$ cat config.mk
export PLATFORM = sky130hd
export DESIGN_NAME = baud_tick_gen_flat
export DESIGN_NICKNAME = d
export VERILOG_FILES = /design/src/rtl/baud_tick_gen_if.sv /design/src/rtl/baud_tick_gen.sv /design/src/flat_wrapper.sv
export SDC_FILE = /design/constraint.sdc
export NUM_CORES = 1
export LEC_CHECK = 0
export ABC_AREA = 1
export CAP_MARGIN = 20
export CORE_UTILIZATION = 70
export CTS_CLUSTER_DIAMETER = 150
export DETAILED_ROUTE_END_ITERATION = 16
export DONT_BUFFER_PORTS = 1
export HOLD_SLACK_MARGIN = 0.06
export PLACE_DENSITY_LB_ADDON = 0.2
export SETUP_SLACK_MARGIN = 0.1
export SYNTH_ARGS = -nofsm -noshare
export SYNTH_HDL_FRONTEND = slang
export SYNTH_SLANG_ARGS = --single-unit
$ cat constraint.sdc
create_clock -name clk -period 3.5 [get_ports clk]
set_input_delay 0.7 -clock clk [delete_from_list [all_inputs] [get_ports clk]]
set_output_delay 0.7 -clock clk [all_outputs]
set_load 0.01 [all_outputs]
$ cat src/rtl/baud_tick_gen_if.sv
// Control and strobe bundle between the baud-select logic, the tick generator
// and the UART transmit/receive engines.
interface baud_tick_gen_if #(
  parameter int CNT_W = 20
);
  logic [3:0]       baud;
  logic             enable;
  logic             restart;
  logic             bit_tick;
  logic             half_tick;
  logic             os_tick;
  logic [CNT_W-1:0] k_out;

  // The engine side drives rate/enable/restart and consumes strobes.
  modport master (
    output baud, enable, restart,
    input  bit_tick, half_tick, os_tick, k_out
  );

  modport slave (
    input  baud, enable, restart,
    output bit_tick, half_tick, os_tick, k_out
  );
endinterface

$ cat src/rtl/baud_tick_gen.sv
// Baud-rate timing generator: decodes a 4-bit rate select into a bit-time
// divisor and produces registered full-bit, mid-bit and oversample strobes.
module baud_tick_gen #(
  parameter int CLK_HZ     = 100_000_000,
  parameter int CNT_W      = 20,
  parameter int OVERSAMPLE = 16
) (
  input logic            clk,
  input logic            reset,
  baud_tick_gen_if.slave bus
);

  localparam longint unsigned CLK_L = 64'(CLK_HZ);
  localparam longint unsigned OS_L  = 64'(OVERSAMPLE);
  localparam logic [CNT_W-1:0] ONE  = CNT_W'(1);

  function automatic longint unsigned rate_of(input int code);
    case (code)
      1:       return 64'd1200;
      2:       return 64'd2400;
      3:       return 64'd4800;
      4:       return 64'd9600;
      5:       return 64'd19200;
      6:       return 64'd38400;
      7:       return 64'd57600;
      8:       return 64'd115200;
      9:       return 64'd230400;
      10:      return 64'd460800;
      11:      return 64'd921600;
      default: return 64'd300;
    endcase
  endfunction

  function automatic longint unsigned k_of(input int code);
    longint unsigned r = rate_of(code);
    longint unsigned k = (CLK_L + r / 64'd2) / r;
    return (k < 64'd2) ? 64'd2 : k;
  endfunction

  function automatic longint unsigned os_of(input longint unsigned k);
    longint unsigned o = (k + OS_L / 64'd2) / OS_L;
    return (o < 64'd1) ? 64'd1 : o;
  endfunction

  if (OVERSAMPLE < 1 || OVERSAMPLE > 64) begin : g_bad_oversample
    $error("baud_tick_gen: OVERSAMPLE must lie in 1..64");
  end

  if (k_of(0) >= (64'd1 << CNT_W)) begin : g_bad_cnt_w
    $error("baud_tick_gen: CNT_W too narrow for the 300 baud divisor");
  end

  // Divisors are elaboration constants; the select only picks an entry.
  logic [CNT_W-1:0] k_lut  [16];
  logic [CNT_W-1:0] os_lut [16];

  for (genvar i = 0; i < 16; i++) begin : g_lut
    assign k_lut[i]  = CNT_W'(k_of(i));
    assign os_lut[i] = CNT_W'(os_of(k_of(i)));
  end

  logic [CNT_W-1:0] k_dec;
  logic [CNT_W-1:0] os_dec;

  assign k_dec  = k_lut[bus.baud];
  assign os_dec = os_lut[bus.baud];

  logic [CNT_W-1:0] bc;
  logic [CNT_W-1:0] oc;
  logic [CNT_W-1:0] k_act;
  logic [CNT_W-1:0] os_k;
  logic             bit_q;
  logic             half_q;
  logic             os_q;

  logic             terminal;
  logic             os_wrap;
  logic [CNT_W-1:0] half_pt;

  assign terminal = (bc == k_act - ONE);
  assign os_wrap  = (oc == os_k - ONE);
  assign half_pt  = (k_act >> 1) - ONE;

  // NOTE: all state here uses non-blocking assignments so every register
  // samples the pre-edge values of bc/oc/k_act regardless of statement order.
  always_ff @(posedge clk) begin
    if (reset || bus.restart) begin
      bc     <= '0;
      oc     <= '0;
      bit_q  <= 1'b0;
      half_q <= 1'b0;
      os_q   <= 1'b0;
      k_act  <= k_dec;
      os_k   <= os_dec;
    end else if (bus.enable) begin
      half_q <= (bc == half_pt);
      if (terminal) begin
        // NOTE: the divisor only reloads at a bit boundary, so a rate change
        // never shortens or stretches the bit already in progress.
        bc    <= '0;
        oc    <= '0;
        bit_q <= 1'b1;
        os_q  <= 1'b1;
        k_act <= k_dec;
        os_k  <= os_dec;
      end else begin
        bc    <= bc + ONE;
        bit_q <= 1'b0;
        if (os_wrap) begin
          oc   <= '0;
          os_q <= 1'b1;
        end else begin
          oc   <= oc + ONE;
          os_q <= 1'b0;
        end
      end
    end else begin
      bit_q  <= 1'b0;
      half_q <= 1'b0;
      os_q   <= 1'b0;
    end
  end

  assign bus.bit_tick  = bit_q;
  assign bus.half_tick = half_q;
  assign bus.os_tick   = os_q;
  assign bus.k_out     = k_act;

endmodule

$ cat src/flat_wrapper.sv
// flat-port wrapper written by rule: the top's interface ports become plain ports
module baud_tick_gen_flat 
#(
  parameter int CLK_HZ     = 100_000_000,
  parameter int CNT_W      = 20,
  parameter int OVERSAMPLE = 16
)
  (clk, reset, bus_baud, bus_enable, bus_restart, bus_bit_tick, bus_half_tick, bus_os_tick, bus_k_out);
  baud_tick_gen_if #(.CNT_W(CNT_W)) bus_i ();
  input logic clk;
  input logic reset;
  input wire logic [$bits(bus_i.baud)-1:0] bus_baud;
  input wire logic [$bits(bus_i.enable)-1:0] bus_enable;
  input wire logic [$bits(bus_i.restart)-1:0] bus_restart;
  output wire logic [$bits(bus_i.bit_tick)-1:0] bus_bit_tick;
  output wire logic [$bits(bus_i.half_tick)-1:0] bus_half_tick;
  output wire logic [$bits(bus_i.os_tick)-1:0] bus_os_tick;
  output wire logic [$bits(bus_i.k_out)-1:0] bus_k_out;
  assign bus_i.baud = bus_baud;
  assign bus_i.enable = bus_enable;
  assign bus_i.restart = bus_restart;
  assign bus_bit_tick = bus_i.bit_tick;
  assign bus_half_tick = bus_i.half_tick;
  assign bus_os_tick = bus_i.os_tick;
  assign bus_k_out = bus_i.k_out;
  baud_tick_gen #(.CLK_HZ(CLK_HZ), .CNT_W(CNT_W), .OVERSAMPLE(OVERSAMPLE)) u_core (.clk(clk), .reset(reset), .bus(bus_i));
endmodule
; Word-level counts from Yosys, hierarchy flattened
; Memories as Yosys holds them, arrays and structs flattened.
; Index checks and enable logic that the tools add are counted.
[classes]
n_bitwise = 2
div = 0
n_mux = 16
n_lt_le_gt_ge = 1
shifts = 0
mul = 0
n_eq_ne = 3
addsub = 5
n_reduce_logical = 5
[ops]
columns = cell, n
row1 = $mux W20, 13
row2 = $eq A20 B20 Y1, 3
row3 = $add A20 B1 Y20 const B, 2
row4 = $sub A20 B1 Y20 const B, 2
row5 = $sub A19 B1 Y20 const B, 1
row6 = $ge A5 B5 Y1 const B, 1
row7 = $not A4 Y5, 1
row8 = $reduce_bool A2 Y1, 2
row9 = $mux W1, 3
row10 = $reduce_and A2 Y1, 1
row11 = $reduce_or A2 Y1, 1
row12 = $logic_or A1 B1 Y1, 1
row13 = $not A1 Y1, 1
[totals]
ram_bits = 0
regBits = 83
n_memories = 2
latchBits = 0
rom_bits = 640
inputBits = 8
[mem_list]
columns = memory, depth, width, rd, rd_ports_with_merged_regs, wr, line_no
row1 = (no name shown), 16, 20, 1, 0, 0, baud_tick_gen.sv:66  ; assign os_dec = os_lut[bus.baud];
row2 = (no name shown), 16, 20, 1, 0, 0, baud_tick_gen.sv:65  ; assign k_dec = k_lut[bus.baud];

; Depth between registers and ports, before layout
; Gate-level depths: netlist of run 1.
[depth]
word_depth = 7
mapped_depth = 18
ltp_nobuf = 17

; Least setup slack after synthesis of run 1
; Ideal clock, no wire load.
[synth_timing]
path_type = register to register
start = reg u_core.k_act[2] (netlist: u_core.bus.k_out[2])
end = reg u_core.k_act[0] (netlist: u_core.bus.k_out[0]) (enable)
t_required_ns = 3.176
slack_ns = 1.013
t_arrival_ns = 2.164
period_less_slack_ns = 2.487
setup_time_ns = 0.324
path_stages_with_launch = 16
path_cell_list = edfxtp_1 > inv_1 > ha_1 > inv_2 > nor2_2 > nand2_1 > nor2_4 > nand2_1 > nand2_1 > nand2_1 > nor2_2 > nand3_1 > nor2_2 > nand3_2 > o21ai_2 > buf_6
[synth_via]
elab_chain_len = 4
[synth_lines]
columns = element, line_no
row1 = from (decl), baud_tick_gen.sv:70  ; logic [CNT_W-1:0] k_act;
row2 = from (signal assigned), baud_tick_gen.sv:93  ; k_act <= k_dec;
row3 = from (signal assigned), baud_tick_gen.sv:104  ; k_act <= k_dec;
row4 = $sub A20 B1 Y20, baud_tick_gen.sv:80  ; assign terminal = (bc == k_act - ONE);
row5 = $eq A20 B20 Y1, baud_tick_gen.sv:80
row6 = $reduce_bool A2 Y1 (no line), --
row7 = $reduce_and A2 Y1 (no line), --
; Every way passes these cells.
; A chain may end at the register's enable or synchronous reset.

; Worst setup path in the final report of run 1
[layout_timing]
start = reg u_core.k_act[1] (netlist: u_core.bus.k_out[1])
end = reg u_core.oc[12]
[layout_via]
elab_chain_len = 3
[layout_lines]
columns = element, line_no
row1 = $sub A20 B1 Y20, baud_tick_gen.sv:80
row2 = $eq A20 B20 Y1, baud_tick_gen.sv:80
row3 = $mux W20, baud_tick_gen.sv:97  ; if (terminal) begin
row4 = to (signal assigned), baud_tick_gen.sv:113  ; oc <= oc + ONE;
row5 = to (decl), baud_tick_gen.sv:69  ; logic [CNT_W-1:0] oc;
; Every way passes these cells.

==> results by group, run 1 <==
Pwr
  – Leak Pwr: 2.18 nW
  – Pwr per Cell Area: 371 nW/um^2
  – Peak supply drop: 0.373 mV

Timing
  – Worst slew margin: 59.1%
  – Pins over their slew limit: 0
  – Setup-failing EPs final: 0
  – RSZ-0062 raised after global routing: false
  – Tcrit/Tclk final: 81.4%
  – Setup Skew: 7.88 ps
  – Minimum clock period: 2850 ps
  – Fmax: 351 MHz
  – Least-Margin Pin Slew: 614 ps
  – Endpoints failing hold: 0
  – Setup TNS: 0 ps
  – PnR worst setup slack: 653 ps

Drt
  – Total number of vias: 4436
  – Vias/cell: 5.61
  – Antenna viol nets, final: 0
  – DRC viols: 0
  – WL per Instance: 15.5 um
  – Drt first-iter violations: 361
  – DR pass1 iterations: 5
  – Post-Route WL: 12200 um

Setup path
  – CP Max Fanout: 20
  – CP max stage delay: 480 ps
  – Worst path arrival time: 3080 ps
  – Setup CP Type: reg2reg
  – CP Launch Type: register
  – Worst path slowest cell: edfxtp_1
  – Most used cell, CP: nand2_1
  – Worst path cell trace: inv_1 -> ha_1 -> inv_2 -> nor2_2 -> nand2_1 -> nor2_4 -> nand2_1 -> nand2_1 -> nand2_1 -> nor2_2 -> nand3_1 -> nor2_2 -> nand3_2 -> nand2_2 -> nand2_2 -> nand2_2 -> nor2_1
  – Critical Path End Type: register
  – Critical path required time: 3730 ps

Synth
  – Synth Cell Area: 5120 sq um
  – Avg Synthesized Cell Area: 7.22 sq um
  – Dominant cell type by area after synthesis: dfxtp_1
  – Top cells by area, synth: dfxtp_1 (17%), edfxtp_1 (12%), nand2_1 (12%)
  – Most frequent cells after synthesis: nand2_1 (166), nor2_1 (78), inv_1 (77)
  – Syn. warnings: 0
  – Most common cell in the netlist: nand2_1
  – Ys async rst share: 0%
  – Synth cell types: 44
  – Yosys reg bits: 64
  – Ys flop type: dfxtp_1
  – Synth top area share: 16.8%
  – Post-synth EDFFs: 21
  – Register area share after synthesis: 29.1%
  – Post-Synthesis Cells: 709

Layout
  – Area grow syn2layout: 1.98%
  – Layout fillers: 540
  – Finished layout cell area: 5220 sq um
  – Total Nets Final: 708
  – N_diodes: 0
  – Multi-input combinational cell area: 3060 sq um
  – Layout cell share with drive strength beyond 1: 12.5%
  – FF/Latch Area: 1490 sq um

Floorplanning
  – Core Region: 6940 sq um
  – Die Y: 87.5 um
  – Die ar.: 7660 sq um
  – Initial core utilization: 73.7%
  – Die X: 87.5 um
  – Site Rows: 30
  – # IOs: 31

Place
  – Hpwl dp: 9090 um
  – Post-DP Area: 4990 sq um
  – GPL Wtd Cong: 0.895
  – Pre-CTS setup slack: 719 ps
  – IO buf count: 0

CTS
  – Clock Tree Buf Depth: 2
  – Clock Pin Slew Worst Setup and Hold Paths: 80 ps
  – Num CTS Buffers: 9
  – # Post-CTS Setup Buffers: 0
  – Post-cts sizing count: 0
  – Clock sinks: 64
  – CTS tree: done
  – CTS Root Cell: clkbuf_8
  – H-tree Lvls: 3
  – Cts hold-fix bufs: 0
  – Clock Latency Late Sink: 370 ps

Global routing
  – First-pass GRT wire length: 19900 um
  – Remaining Overflow, GRT: 0
  – Initial antenna violation count: 0
  – Vias in the first global route: 4202
  – Largest net degree at the start of global routing: 22
  – Total Routing Usage GR: 34.4%

Hold path
  – HP Class: in2reg

Status
  – Status: completed

Job
  – Max-cap violations: 0
-- registers in the layout (all words and copies together), names as in the netlist --
register,flops
u_core.bus.os_tick,1
u_core.os_k,11
u_core.bus.half_tick,1
u_core.bc,20
u_core.oc,20
u_core.bus.k_out,10
u_core.bus.bit_tick,1
-- power breakdown --
part | leakage, nW | internal [mW] | switching [mW]
registers | 0.567 | 0.795 | 0.0767
logic | 1.50 | 0.113 | 0.198
clock network | 0.111 | 0.409 | 0.341
-- critical path, delay by kind of cell, from the launching register on --
family | cells | cell delay (ps)
simple gates | 14 | 1680
fa+ha+maj | 1 | 290
flops | 1 | 480
buf+inv | 2 | 250
-- metal layers --
metal | routed length (um) | global-route usage (%) | share of wire [%] | vias to the layer above
met3 | 816 | 7.49 | 6.7 | 35
met1 | 5220 | 42.7 | 43 | 2019
met4 | 312 | 13.6 | 2.5 | 0
met5 | 0 | 0 | 0 | -
met2 | 5890 | 58.2 | 48 | 187
li1 | - | - | - | 2195
-- logic make-up (layout without fill, tap and decap cells) --
group                      Yosys count  count (layout)  share of synthesized area (%)
buffers and inverters              114              99                           11.2
DFF                                 64              64                           29.1
adders and majority gates           10              10                           2.44
other                                1               2                         0.0733
AOI/OAI and AO/OA                   31              31                           3.74
muxes                                2               2                          0.391
xor gates and xnor gates            87              87                           15.2
and+or+nand+nor                    400             400                           37.8
-- layout by cell type (no fill, tap or decap), drive strengths merged --
cell	n
a211o	1
a211oi	2
a21oi	2
a22oi	1
a31oi	1
a32oi	1
and2	1
buf	2
bufinv	2
clkbuf	9
clkinv	1
clkinvlp	1
conb	2
dfxtp	43
edfxtp	21
ha	10
inv	84
mux2i	2
nand2	179
nand3	55
nand3b	3
nand4	12
nor2	125
nor3	14
nor4	8
nor4b	1
o211ai	1
o21ai	15
o221ai	2
o22ai	5
or2	2
xnor2	21
xnor3	1
xor2	65
-- per-stage QoR --
step	hold WS [ps]	util [%]	instances	power, mW
finish	492	75.2	791	1.93
global route	507	75.2	791	2.00
CTS	491	75.2	791	1.93
detailed placement	565	71.9	775	1.19
global placement	547	71.9	775	1.18
floorplan	503	-	710	1.16
-- path summary, 6_finish.rpt --
check	start	endpoint	slack, ps	cells after the start
worst min-delay path	bus_enable	u_core.bus.os_tick	490	2
worst max-delay path	u_core.bus.k_out[1]	u_core.oc[12]	650	17
worst min register to register	u_core.oc[19]	u_core.oc[19]	580	2
worst max register to register	u_core.bus.k_out[1]	u_core.oc[12]	650	17
-- layout make-up --
type / instances / area share [%]
inverters: 81 / 5.83
flip-flops and latches: 64 / 28.6
well taps: 96 / 2.30
clock buffers: 9 / 2.37
clock inverters: 7 / 1.97
repair buffers: 2 / 0.288
multi-input cells: 532 / 58.7
Power figures use the tool's default switching activity.
==> run 2: changes to the inputs <==
Settings changed: CORE_UTILIZATION 70 to 59.
Clock period 3.5 ns to 2.6 ns, I/O delays scaled along.
==> results by group, run 2 (synthesis gave the netlist of run 1 again) <==
CTS
  – Cts hold-fix bufs: 0
  – Num CTS Buffers: 9
  – CTS Root Cell: clkbuf_8
  – Clock Tree Buf Depth: 2
  – Clock Pin Slew Worst Setup and Hold Paths: 70 ps
  – CTS tree: done
  – Clock Latency Late Sink: 360 ps
  – Clock sinks: 64
  – H-tree Lvls: 3

Layout
  – Layout fillers: 676
  – Total Nets Final: 764
  – Most common cell after layout, fill and taps aside: nand2_1
  – Layout cell share with drive strength beyond 1: 21.2%
  – Largest registers: u_core.bc: 20 flops, u_core.oc: 20 flops, u_core.os_k: 11 flops
  – Commonest cells after routing, fill and taps aside: nand2_1 (163), nor2_1 (75), inv_1 (72)
  – Area grow syn2layout: 14.5%
  – N_diodes: 0

Setup path
  – CP max stage delay: 550 ps
  – Worst path arrival time: 2640 ps
  – Critical Path End Type: register
  – CP Max Fanout: 11
  – Worst path slowest cell: edfxtp_1
  – CP top delay family: simple AND/OR/NAND/NOR gates
  – Worst path cell trace: buf_4 -> inv_1 -> nand2_1 -> nand2_1 -> nor2_1 -> nor2_1 -> nand3_1 -> nor2_2 -> nand3_2 -> nor2_4 -> nand3_4 -> o21ai_4 -> buf_6 -> buf_12
  – Reg2reg setup slack: 30 ps
  – CP Launch Type: register
  – Setup CP Type: reg2reg
  – Buf/Inv on CP: 4
  – Critical path required time: 2670 ps

Job
  – Max-cap violations: 0

Timing
  – Setup TNS: 0 ps
  – Tcrit/Tclk final: 98.9%
  – Endpoints failing hold: 0
  – Pins over their slew limit: 0
  – Setup Skew: 10.7 ps
  – Worst slew margin: 64.6%
  – Least-Margin Pin Slew: 527 ps
  – Minimum clock period: 2570 ps
  – Fmax: 389 MHz
  – Setup-failing EPs final: 0
  – RSZ-0062 raised after global routing: true
  – Hold WS: 347 ps

Place
  – Hpwl dp: 9890 um
  – GPL Wtd Cong: 0.940
  – IO buf count: 0

Hold path
  – HP Class: in2reg

Drt
  – Vias/cell: 5.43
  – DRC viols: 0
  – Post-Route WL: 13600 um
  – Drt first-iter violations: 274
  – DR pass1 iterations: 5
  – Antenna viol nets, final: 0
  – WL per Instance: 15.9 um
  – Total number of vias: 4648

Pwr
  – Clock share of power: 37.8%
  – Total Power: 2.81 mW
  – NetSw: 0.850 mW
  – Leak Pwr: 2.50 nW
  – Internal power: 1.96 mW
  – Reg power frac: 40.4%
  – Net Sw Frac: 30.2%
  – Logic pwr share: 21.8%
  – Pwr per Cell Area: 480 nW/um^2
  – Peak supply drop: 0.389 mV

Floorplanning
  – Initial core utilization: 61.7%
  – Die Y: 95.1 um
  – Site Rows: 33
  – Die X: 95.1 um
  – # IOs: 31
  – Core Region: 8300 sq um
  – Die ar.: 9050 sq um

Global routing
  – Largest net degree at the start of global routing: 22
  – Initial antenna violation count: 0
  – Total Routing Usage GR: 29.2%
  – First-pass GRT wire length: 19900 um
  – Vias in the first global route: 4104
  – Remaining Overflow, GRT: 0

Status
  – Status: completed
[run 2: cell types whose count changed in the layout (fill, tap and decap cells not counted), sizes merged]
cell	delta
buf	+54
clkbuf	+2
clkinv	+3
bufinv	+1
inv	-3
clkinvlp	-1
[run 2: routing by layer]
metal	global-route usage, %	up-vias	routed length (um)
met2	47.8	150	6600
met5	0	-	0
met4	9.47	0	294
met1	37.5	2175	5900
li1	-	2299	-
met3	7.42	24	843
[run 2: repair_timing]
item                                   in CTS  in global routing
gates resized for setup                     3                 32
pin swaps                                   0                 16
endpoints found under the hold margin       0                  0
gates cloned                                0                  3
setup buffers                               0                 28
setup endpoints to repair                  49                 57
[run 2: final timing paths]
kind	start	to	cells past startpoint
max	u_core.bus.k_out[4]	u_core.bus.k_out[0]	14
min	bus_baud[0]	u_core.os_k[7]	1
max reg2reg	u_core.bus.k_out[4]	u_core.bus.k_out[0]	14
min reg2reg	u_core.oc[16]	u_core.oc[16]	2
[run 2: stage by stage]
| step | area [sq um] | util (%) | worst slack [ps] | instances |
|---|---|---|---|---|
| after floorplan | 5120 | - | 113 | 710 |
| after detailed placement | 5220 | 62.9 | 39.1 | 809 |
| after CTS | 5480 | 66.0 | 103 | 825 |
| final | 5860 | 70.6 | 28.8 | 856 |
| after global placement | 5220 | 62.9 | 163 | 809 |
| after global routing | 5860 | 70.6 | -58.9 | 856 |
[run 2: cell type report]
type                            instances  area (sq um)  share of cell area [%]
Multi-Input combinational cell        532          3160                    54.0
Sequential cell                        64          1490                    25.4
Timing Repair Buffer                   58           523                    8.92
Inverter                               81           307                    5.23
Tap cell                              105           131                    2.24
Clock buffer                            9           124                    2.11
Clock inverter                          7           120                    2.05
[run 2: power by group through the flow]
stage,Sequential [mW],Combinational [mW],Clock [mW]
after global placement,1.17,0.479,0
after floorplan,1.13,0.430,0
after global routing,1.14,0.661,1.11
after detailed placement,1.17,0.487,0
final,1.14,0.613,1.06
after CTS,1.15,0.497,1.07
